===== src/rtl/regfile_mp_if.sv =====
// Register file access bundle: decode reads, issue marking, writeback and soft clear.
// master = pipeline side driving requests, slave = register file.
interface regfile_mp_if #(
    parameter int DATA_W = 32,
    parameter int ADDR_W = 5,
    parameter int NREAD  = 2
);
    logic [NREAD*ADDR_W-1:0] i_raddr;
    logic [NREAD*DATA_W-1:0] o_rdata;
    logic [NREAD-1:0]        o_busy;
    logic                    i_we;
    logic [ADDR_W-1:0]       i_waddr;
    logic [DATA_W-1:0]       i_wdata;
    logic                    i_issue;
    logic [ADDR_W-1:0]       i_issue_addr;
    logic                    i_clr;
    logic                    o_ready;

    modport master (
        output i_raddr, i_we, i_waddr, i_wdata, i_issue, i_issue_addr, i_clr,
        input  o_rdata, o_busy, o_ready
    );

    modport slave (
        input  i_raddr, i_we, i_waddr, i_wdata, i_issue, i_issue_addr, i_clr,
        output o_rdata, o_busy, o_ready
    );
endinterface


===== src/rtl/regfile_mp.sv =====
// Multi-read-port register file with busy scoreboard and sequential soft clear (optional REGFILE_BYPASS_EN forwarding).
// Latency: reads combinational (0 cycles); writes/issues take effect at the next i_clk edge; clear takes DEPTH-1 cycles.
// Backpressure: o_ready low during clear; writes, issues and clear requests presented then are dropped.
module regfile_mp #(
    parameter int DATA_W = 32,
    parameter int ADDR_W = 5,
    parameter int NREAD  = 2
) (
    input  logic         i_clk,
    input  logic         i_nrst,
    regfile_mp_if.slave  bus
);
    localparam int DEPTH = 2 ** ADDR_W;
    localparam logic [ADDR_W-1:0] LAST_IDX = {ADDR_W{1'b1}};

    localparam logic [0:0] ST_IDLE  = 1'b0;
    localparam logic [0:0] ST_CLEAR = 1'b1;

    logic [DATA_W-1:0] regs [DEPTH];
    logic [DEPTH-1:0]  busy_q;
    logic [0:0]        state;
    logic [ADDR_W-1:0] idx;

    logic ready;
    logic we_ok;
    logic issue_ok;

    assign ready    = (state == ST_IDLE);
    assign we_ok    = bus.i_we & ready & (bus.i_waddr != '0);
    assign issue_ok = bus.i_issue & ready & (bus.i_issue_addr != '0);

    always_ff @(posedge i_clk or negedge i_nrst) begin
        if (!i_nrst) begin
            for (int i = 0; i < DEPTH; i++) begin
                regs[i] <= '0;
            end
            busy_q <= '0;
            state  <= ST_IDLE;
            idx    <= '0;
        end else begin
            case (state)
                ST_IDLE: begin
                    if (we_ok) begin
                        regs[bus.i_waddr]   <= bus.i_wdata;
                        busy_q[bus.i_waddr] <= 1'b0;
                    end
                    // Issue is ordered after the write so the newer producer keeps busy set.
                    if (issue_ok) begin
                        busy_q[bus.i_issue_addr] <= 1'b1;
                    end
                    if (bus.i_clr) begin
                        busy_q <= '0;
                        state  <= ST_CLEAR;
                        idx    <= ADDR_W'(1);
                    end
                end
                ST_CLEAR: begin
                    regs[idx] <= '0;
                    if (idx == LAST_IDX) begin
                        state <= ST_IDLE;
                    end else begin
                        idx <= idx + ADDR_W'(1);
                    end
                end
                default: state <= ST_IDLE;
            endcase
        end
    end

    logic [NREAD*DATA_W-1:0] rdata;
    logic [NREAD-1:0]        rbusy;
    logic [ADDR_W-1:0]       ra;

    always_comb begin
        rdata = '0;
        rbusy = '0;
        ra    = '0;
        for (int k = 0; k < NREAD; k++) begin
            ra = bus.i_raddr[k*ADDR_W +: ADDR_W];
            if (ra != '0) begin
                rdata[k*DATA_W +: DATA_W] = regs[ra];
                rbusy[k]                  = busy_q[ra];
`ifdef REGFILE_BYPASS_EN
                if (we_ok && (bus.i_waddr == ra)) begin
                    rdata[k*DATA_W +: DATA_W] = bus.i_wdata;
                    rbusy[k]                  = 1'b0;
                end
`endif
            end
        end
    end

    assign bus.o_rdata = rdata;
    assign bus.o_busy  = rbusy;
    assign bus.o_ready = ready;
endmodule


===== src/flat_wrapper.sv =====
// flat-port wrapper written by rule: the top's interface ports become plain ports
module regfile_mp_flat 
#(
    parameter int DATA_W = 32,
    parameter int ADDR_W = 5,
    parameter int NREAD  = 2
)
  (i_clk, i_nrst, bus_i_raddr, bus_i_we, bus_i_waddr, bus_i_wdata, bus_i_issue, bus_i_issue_addr, bus_i_clr, bus_o_rdata, bus_o_busy, bus_o_ready);
  regfile_mp_if #(.DATA_W(DATA_W), .ADDR_W(ADDR_W), .NREAD(NREAD)) bus_i ();
  input  logic i_clk;
  input  logic i_nrst;
  input wire logic [$bits(bus_i.i_raddr)-1:0] bus_i_raddr;
  input wire logic [$bits(bus_i.i_we)-1:0] bus_i_we;
  input wire logic [$bits(bus_i.i_waddr)-1:0] bus_i_waddr;
  input wire logic [$bits(bus_i.i_wdata)-1:0] bus_i_wdata;
  input wire logic [$bits(bus_i.i_issue)-1:0] bus_i_issue;
  input wire logic [$bits(bus_i.i_issue_addr)-1:0] bus_i_issue_addr;
  input wire logic [$bits(bus_i.i_clr)-1:0] bus_i_clr;
  output wire logic [$bits(bus_i.o_rdata)-1:0] bus_o_rdata;
  output wire logic [$bits(bus_i.o_busy)-1:0] bus_o_busy;
  output wire logic [$bits(bus_i.o_ready)-1:0] bus_o_ready;
  assign bus_i.i_raddr = bus_i_raddr;
  assign bus_i.i_we = bus_i_we;
  assign bus_i.i_waddr = bus_i_waddr;
  assign bus_i.i_wdata = bus_i_wdata;
  assign bus_i.i_issue = bus_i_issue;
  assign bus_i.i_issue_addr = bus_i_issue_addr;
  assign bus_i.i_clr = bus_i_clr;
  assign bus_o_rdata = bus_i.o_rdata;
  assign bus_o_busy = bus_i.o_busy;
  assign bus_o_ready = bus_i.o_ready;
  regfile_mp #(.DATA_W(DATA_W), .ADDR_W(ADDR_W), .NREAD(NREAD)) u_core (.i_clk(i_clk), .i_nrst(i_nrst), .bus(bus_i));
endmodule

===== config.mk =====
export PLATFORM = sky130hd
export DESIGN_NAME = regfile_mp_flat
export DESIGN_NICKNAME = d
export VERILOG_FILES = /design/src/rtl/regfile_mp_if.sv /design/src/rtl/regfile_mp.sv /design/src/flat_wrapper.sv
export SDC_FILE = /design/constraint.sdc
export NUM_CORES = 2
export LEC_CHECK = 0
export ABC_AREA = 1
export CAP_MARGIN = 20
export CELL_PAD_IN_SITES_DETAIL_PLACEMENT = 1
export CELL_PAD_IN_SITES_GLOBAL_PLACEMENT = 1
export CORE_ASPECT_RATIO = 0.9
export CORE_UTILIZATION = 46
export CTS_BUF_LIST = sky130_fd_sc_hd__clkbuf_8 sky130_fd_sc_hd__clkbuf_16
export CTS_CLUSTER_DIAMETER = 200
export DETAILED_ROUTE_END_ITERATION = 10
export PLACE_DENSITY = 0.88
export SLEW_MARGIN = 20
export SYNTH_ARGS = -nofsm -noshare
export SYNTH_HDL_FRONTEND = slang
export SYNTH_SLANG_ARGS = --single-unit

===== constraint.sdc =====
create_clock -name i_clk -period 3.1 [get_ports i_clk]
set_clock_uncertainty 0.05 [all_clocks]
set_input_delay 0.775 -clock i_clk [delete_from_list [all_inputs] [get_ports i_clk]]
set_output_delay 0.775 -clock i_clk [all_outputs]
set_load 0.01 [all_outputs]

==> flow_metrics.tcl, run 1 <==
set metrics [dict create \
    synth-async-reset-ratio_pct 100 \
    area_share_of_the_largest_cell_type_after_synthesis_pct 43.9 \
    status "aborted with a tool error" \
    syn_avg_cell_area_sq_um 6.95 \
    chipHeight_microns 346 \
    cts.path.max_buffers 3 \
    yosys_most_used_dff "sky130_fd_sc_hd__dfrtp_1" \
    last-stage-reached "5_1_grt" \
    synthCells 8712 \
    initial_core_util_pct 46.7 \
    clock-root-buffer "sky130_fd_sc_hd__clkbuf_16" \
    buffer_ports.inserted 123 \
    tritoncts_sink_count 1062 \
    rows 125 \
    boundaryPins 124 \
    chipWidth_microns 385 \
    seq_cells_post_synth 1062 \
    flow.first_error "[ERROR GRT-0232] Routing congestion too high. Check the congestion heatmap in the GUI." \
    ctsHtreeMaxLevel 3 \
    post_synthesis_cell_type_with_the_largest_combined_area "sky130_fd_sc_hd__dfrtp_1" \
    synth_warnings 0 \
    number_of_flops_mapped_to_enable_cells_by_yosys 0 \
    gp_congestion 0.978 \
    synth_area_leaders "sky130_fd_sc_hd__dfrtp_1 44%, sky130_fd_sc_hd__nand2_1 17%, sky130_fd_sc_hd__nand3_1 12%" \
    grt_max_degree 95 \
    dp.final_hpwl_microns 196000 \
    netlist_area_sq_um 60600 \
    congestion_overflow_gr 214 \
    post_synthesis_cell_type_count 26 \
    global_route.usage.total_pct 80.3 \
    synth_sequential_area_ratio_pct 43.9 \
    synth_nets 8774 \
    tritoncts_buffer_count 114 \
]
-- stage by stage --
stage	utilization, %	cells	area [sq um]	setup WS, ns
2_1_floorplan	-	8712	60600	0.192
3_3_place_gp	53.2	10400	69100	-1.25
3_5_place_dp	53.3	10400	69100	-1.25
4_1_cts	61.0	10800	79200	-0.286
-- cells in the mapped netlist (all sizes together), types with 8 or more instances --
cell,instances
a21oi,200
a22o,8
buf,265
clkbuf,488
dfrtp,1062
inv,1097
nand2,2759
nand3,1394
nor2,213
nor3,19
o21ai,174
o22ai,992
o31ai,25
-- cells by family after synthesis --
family	share of synthesized area [%]
fa+ha+maj	0.103
compound gates	13.8
simple gates	30.3
buf+inv	12.0
flops	43.9
-- per-layer routing --
metal | global-route usage (%) | GRT overflow
met5 | 51.5 | 2
met3 | 74.1 | 9
met2 | 88.3 | 95
met1 | 81.4 | 9
met4 | 76.5 | 99
-- timing repair --
item	4_1_cts
gates resized for setup	1050
endpoints found under the setup margin	66
cloned	77
hold endpoints to repair	21
pin swaps	243
setup buffers	132
hold buffers	1
==> run 2, diff against run 1 <==
- CELL_PAD_IN_SITES_DETAIL_PLACEMENT: 1 -> default
- CELL_PAD_IN_SITES_GLOBAL_PLACEMENT: 1 -> default
- CORE_ASPECT_RATIO: 0.9 -> default
- CORE_UTILIZATION: 46 -> 40
- CTS_BUF_LIST: sky130_fd_sc_hd__clkbuf_8 sky130_fd_sc_hd__clkbuf_16 -> default
- CTS_CLUSTER_DIAMETER: 200 -> default
- PLACE_DENSITY: 0.88 -> default
- PLACE_DENSITY_LB_ADDON: default -> 0.15
==> run 2 against run 1 <==
The flow now finishes, with violations (setup timing). Synthesized cell count unchanged. Area after synthesis unchanged.
==> flow_metrics.tcl, run 2 <==
set metrics [dict create \
    biggest_register "u_core.regs" \
    netlist_area_sq_um 60600 \
    cts.path.max_buffers 3 \
    worst_slack_ns -0.141 \
    tritoncts_buffer_count 132 \
    tritoncts_sink_count 1062 \
    final-max-slew-violation-count 0 \
    synth.most_common_cell "sky130_fd_sc_hd__nand2_1" \
    grt_pass1_vias 63700 \
    num-nets-final 9170 \
    fp.dieArea_sq_um 153000 \
    power.leakage_nw 37.3 \
    final_design_area_no_fill_sq_um 82600 \
    critical_path.reg2reg.startpoint "u_core.idx[1]$_DFFE_PN0P_" \
    placement.setup.worst_slack_ns -0.749 \
    nFillCells 13800 \
    flow.area_growth_from_synthesis_pct 36.4 \
    antenna_cells 0 \
    worst_path_max_delay_cell "sky130_fd_sc_hd__buf_16" \
    synthCells 8712 \
    synth_area_leaders "sky130_fd_sc_hd__dfrtp_1 44%, sky130_fd_sc_hd__nand2_1 17%, sky130_fd_sc_hd__nand3_1 12%" \
    fin_crit_ns 3.24 \
    floorplan.core_area_sq_um 150000 \
    worstMarginPinSlew_ns 0.912 \
    ctsHtreeMaxLevel 4 \
    post_synthesis_cell_type_count 26 \
    gp_congestion 0.945 \
    syn_avg_cell_area_sq_um 6.95 \
    synth_common_cells "2750 x sky130_fd_sc_hd__nand2_1, 1394 x sky130_fd_sc_hd__nand3_1, 1095 x sky130_fd_sc_hd__inv_1" \
    drt-initial-drc-count 9876 \
    grt_pass1_wl_microns 431000 \
    place_area_sq_um 69700 \
    congestion_overflow_gr 0 \
    timing.critical_path.required_ns 2.27 \
    cts_tree "done" \
    rsz_0062_raised_after_global_routing "yes" \
    synth_sequential_area_ratio_pct 43.9 \
    min_from "u_core.regs[1020]$_DFFE_PN0P_" \
    sort_of_element_at_the_end_of_the_critical_path "output pin" \
    critPathMaxStageDelay_ns 0.16 \
    post_synthesis_cell_type_with_the_largest_combined_area "sky130_fd_sc_hd__dfrtp_1" \
    cp_cell_sequence "buf_16 -> clkinv_16 -> buf_16 -> buf_12 -> buf_12 -> buf_8 -> nand2_1 -> nand3_1 -> nand3_2 -> nand2_2 -> nand2_1 -> nand2_1 -> nor2_1 -> buf_4 -> nor2_4 -> buf_6" \
    seq_cells_post_synth 1062 \
    max-cap-violations 0 \
    via_per_inst 6.06 \
    largest_register_ff_count 1024 \
    grt_max_degree 107 \
    drcViolationCount 0 \
    clock-root-buffer "sky130_fd_sc_hd__clkbuf_16" \
    antenna_violating_nets_post_route 0 \
    yosys_most_used_dff "sky130_fd_sc_hd__dfrtp_1" \
    boundaryPins 124 \
    global_route.usage.total_pct 38.0 \
    via_count 68000 \
    vdd.ir_drop.worst_mv 0.647 \
    clkLatencyLatePin_ns 0.78 \
    drive_gt1_share_pct 22.6 \
    fmax_mhz 309 \
    r2r_slack_ns 0.46 \
    failed_checks "setup timing" \
    critical_path.startpoint "bus_i_raddr[5]" \
    setup-violations-final 43 \
    area_share_of_the_largest_cell_type_after_synthesis_pct 43.9 \
    biggestRegsByFlops "u_core.regs x1024, u_core.busy_q x32, u_core.idx x5" \
    critical_path.startpoint_type "input pin" \
    number_of_flops_mapped_to_enable_cells_by_yosys 0 \
    route.final.wire_length_microns 304000 \
    rows 142 \
    initial_core_util_pct 40.3 \
    cp_common_cell "sky130_fd_sc_hd__nand2_1" \
    chipHeight_microns 391 \
    timing_worst_setup_path_type "in -> out" \
    dp.final_hpwl_microns 181000 \
    layout.cells.most_common "sky130_fd_sc_hd__nand2_1" \
    hold_viol_final 0 \
    antenna_found_initial 7 \
    synth_warnings 0 \
    power_density_nw_per_um2 587 \
    detail_route.wl_per_cell_microns 27.1 \
    clk_pin_slew_ns 0.05 \
    status "finished with violations" \
    synth_nets 8774 \
    firstDrtPassIters 7 \
    buffer_ports.inserted 123 \
    crit_arrival_ns 2.42 \
    synth-async-reset-ratio_pct 100 \
    hp-class "reg -> reg" \
    layout.cells.most_common_list "2398 x sky130_fd_sc_hd__nand2_1, 1088 x sky130_fd_sc_hd__inv_1, 1073 x sky130_fd_sc_hd__nand3_1, 1062 x sky130_fd_sc_hd__dfrtp_1, 992 x sky130_fd_sc_hd__o22ai_1" \
    finalCritPeriodShare_pct 105 \
    timing.critical_path.fanout_max 6 \
    timing.max_slew.rel_slack_pct 39.2 \
    chipWidth_microns 391 \
]
==> run 2: repair_timing <==
item	CTS	global route
resized for setup	862	721
setup endpoints to repair	66	66
endpoints found under the hold margin	16	0
pin swaps	216	368
cloned	57	47
hold buffers	1	0
buffers inserted	96	54
==> run 2: layout make-up <==
class / count / area, sq um / area share (%)
clock buffers: 184 / 3860 / 4.67
clock inverters: 45 / 548 / 0.663
inverters: 1103 / 4240 / 5.13
multi-input cells: 5794 / 30800 / 37.2
flip-flops and latches: 1062 / 26600 / 32.2
well taps: 2016 / 2520 / 3.05
repair buffers: 1013 / 14000 / 17.0
repair inverters: 2 / 60.1 / 0.0727
==> run 2: critical path: cells and delay by family <==
| kind | cells | cell delay (ns) |
|---|---|---|
| buffers and inverters | 8 | 1.07 |
| AND/OR/NAND/NOR | 8 | 0.53 |
==> run 2: cells by family (layout without fill, tap and decap cells) <==
family	count (synthesis)	count (layout)	synth area share (%)
AND/OR/NAND/NOR	4390	4390	30.3
buffers and inverters	1856	2347	12.0
adder cells (fa/ha/maj)	5	5	0.103
flip-flops	1062	1062	43.9
AO/OA/AOI/OAI	1399	1399	13.8
==> run 2: metal layers <==
metal | wire length (microns) | track usage [%] | part of all wire, % | vias to the layer above
met5 | 13 | 0 | 0.0043 | -
met4 | 17500 | 19.0 | 5.7 | 2
met3 | 37100 | 9.72 | 12 | 982
met2 | 130000 | 55.5 | 43 | 4832
met1 | 120000 | 51.9 | 39 | 32900
li1 | - | - | - | 29300
==> run 2: final timing paths <==
| kind | end | cells past startpoint |
|---|---|---|
| setup / recovery | bus_o_rdata[60] | 16 |
| hold / removal | u_core.regs[1020]$_DFFE_PN0P_ | 2 |
| setup reg to reg | u_core.regs[725]$_DFFE_PN0P_ | 6 |
| hold reg to reg | u_core.regs[1020]$_DFFE_PN0P_ | 2 |
| max in group asynchronous | u_core.regs[148]$_DFFE_PN0P_ | 4 |
| min in group asynchronous | u_core.regs[900]$_DFFE_PN0P_ | 2 |
==> run 2: per-stage QoR <==
step	utilization, %	instances	TNS [ns]	hold slack (ns)	power [mW]
2_1_floorplan	-	8712	0	0.408	24.7
3_3_place_gp	46.4	10800	-35.93	0.425	30.1
3_5_place_dp	46.4	10800	-36.73	0.433	30.3
4_1_cts	52.3	11100	-2.19	0.433	47.2
5_1_grt	55.0	11200	-5.53	0.462	50.3
6_report	55.0	11200	-3.08	0.445	48.5
==> run 2: power by group <==
group          switching (mW)  total (mW)  internal, mW
combinational            8.45        13.9          5.43
clock                    6.56        16.1          9.51
sequential               2.20        18.5          16.3
total                    17.2        48.5          31.2
(Power assumes the default switching activity.)
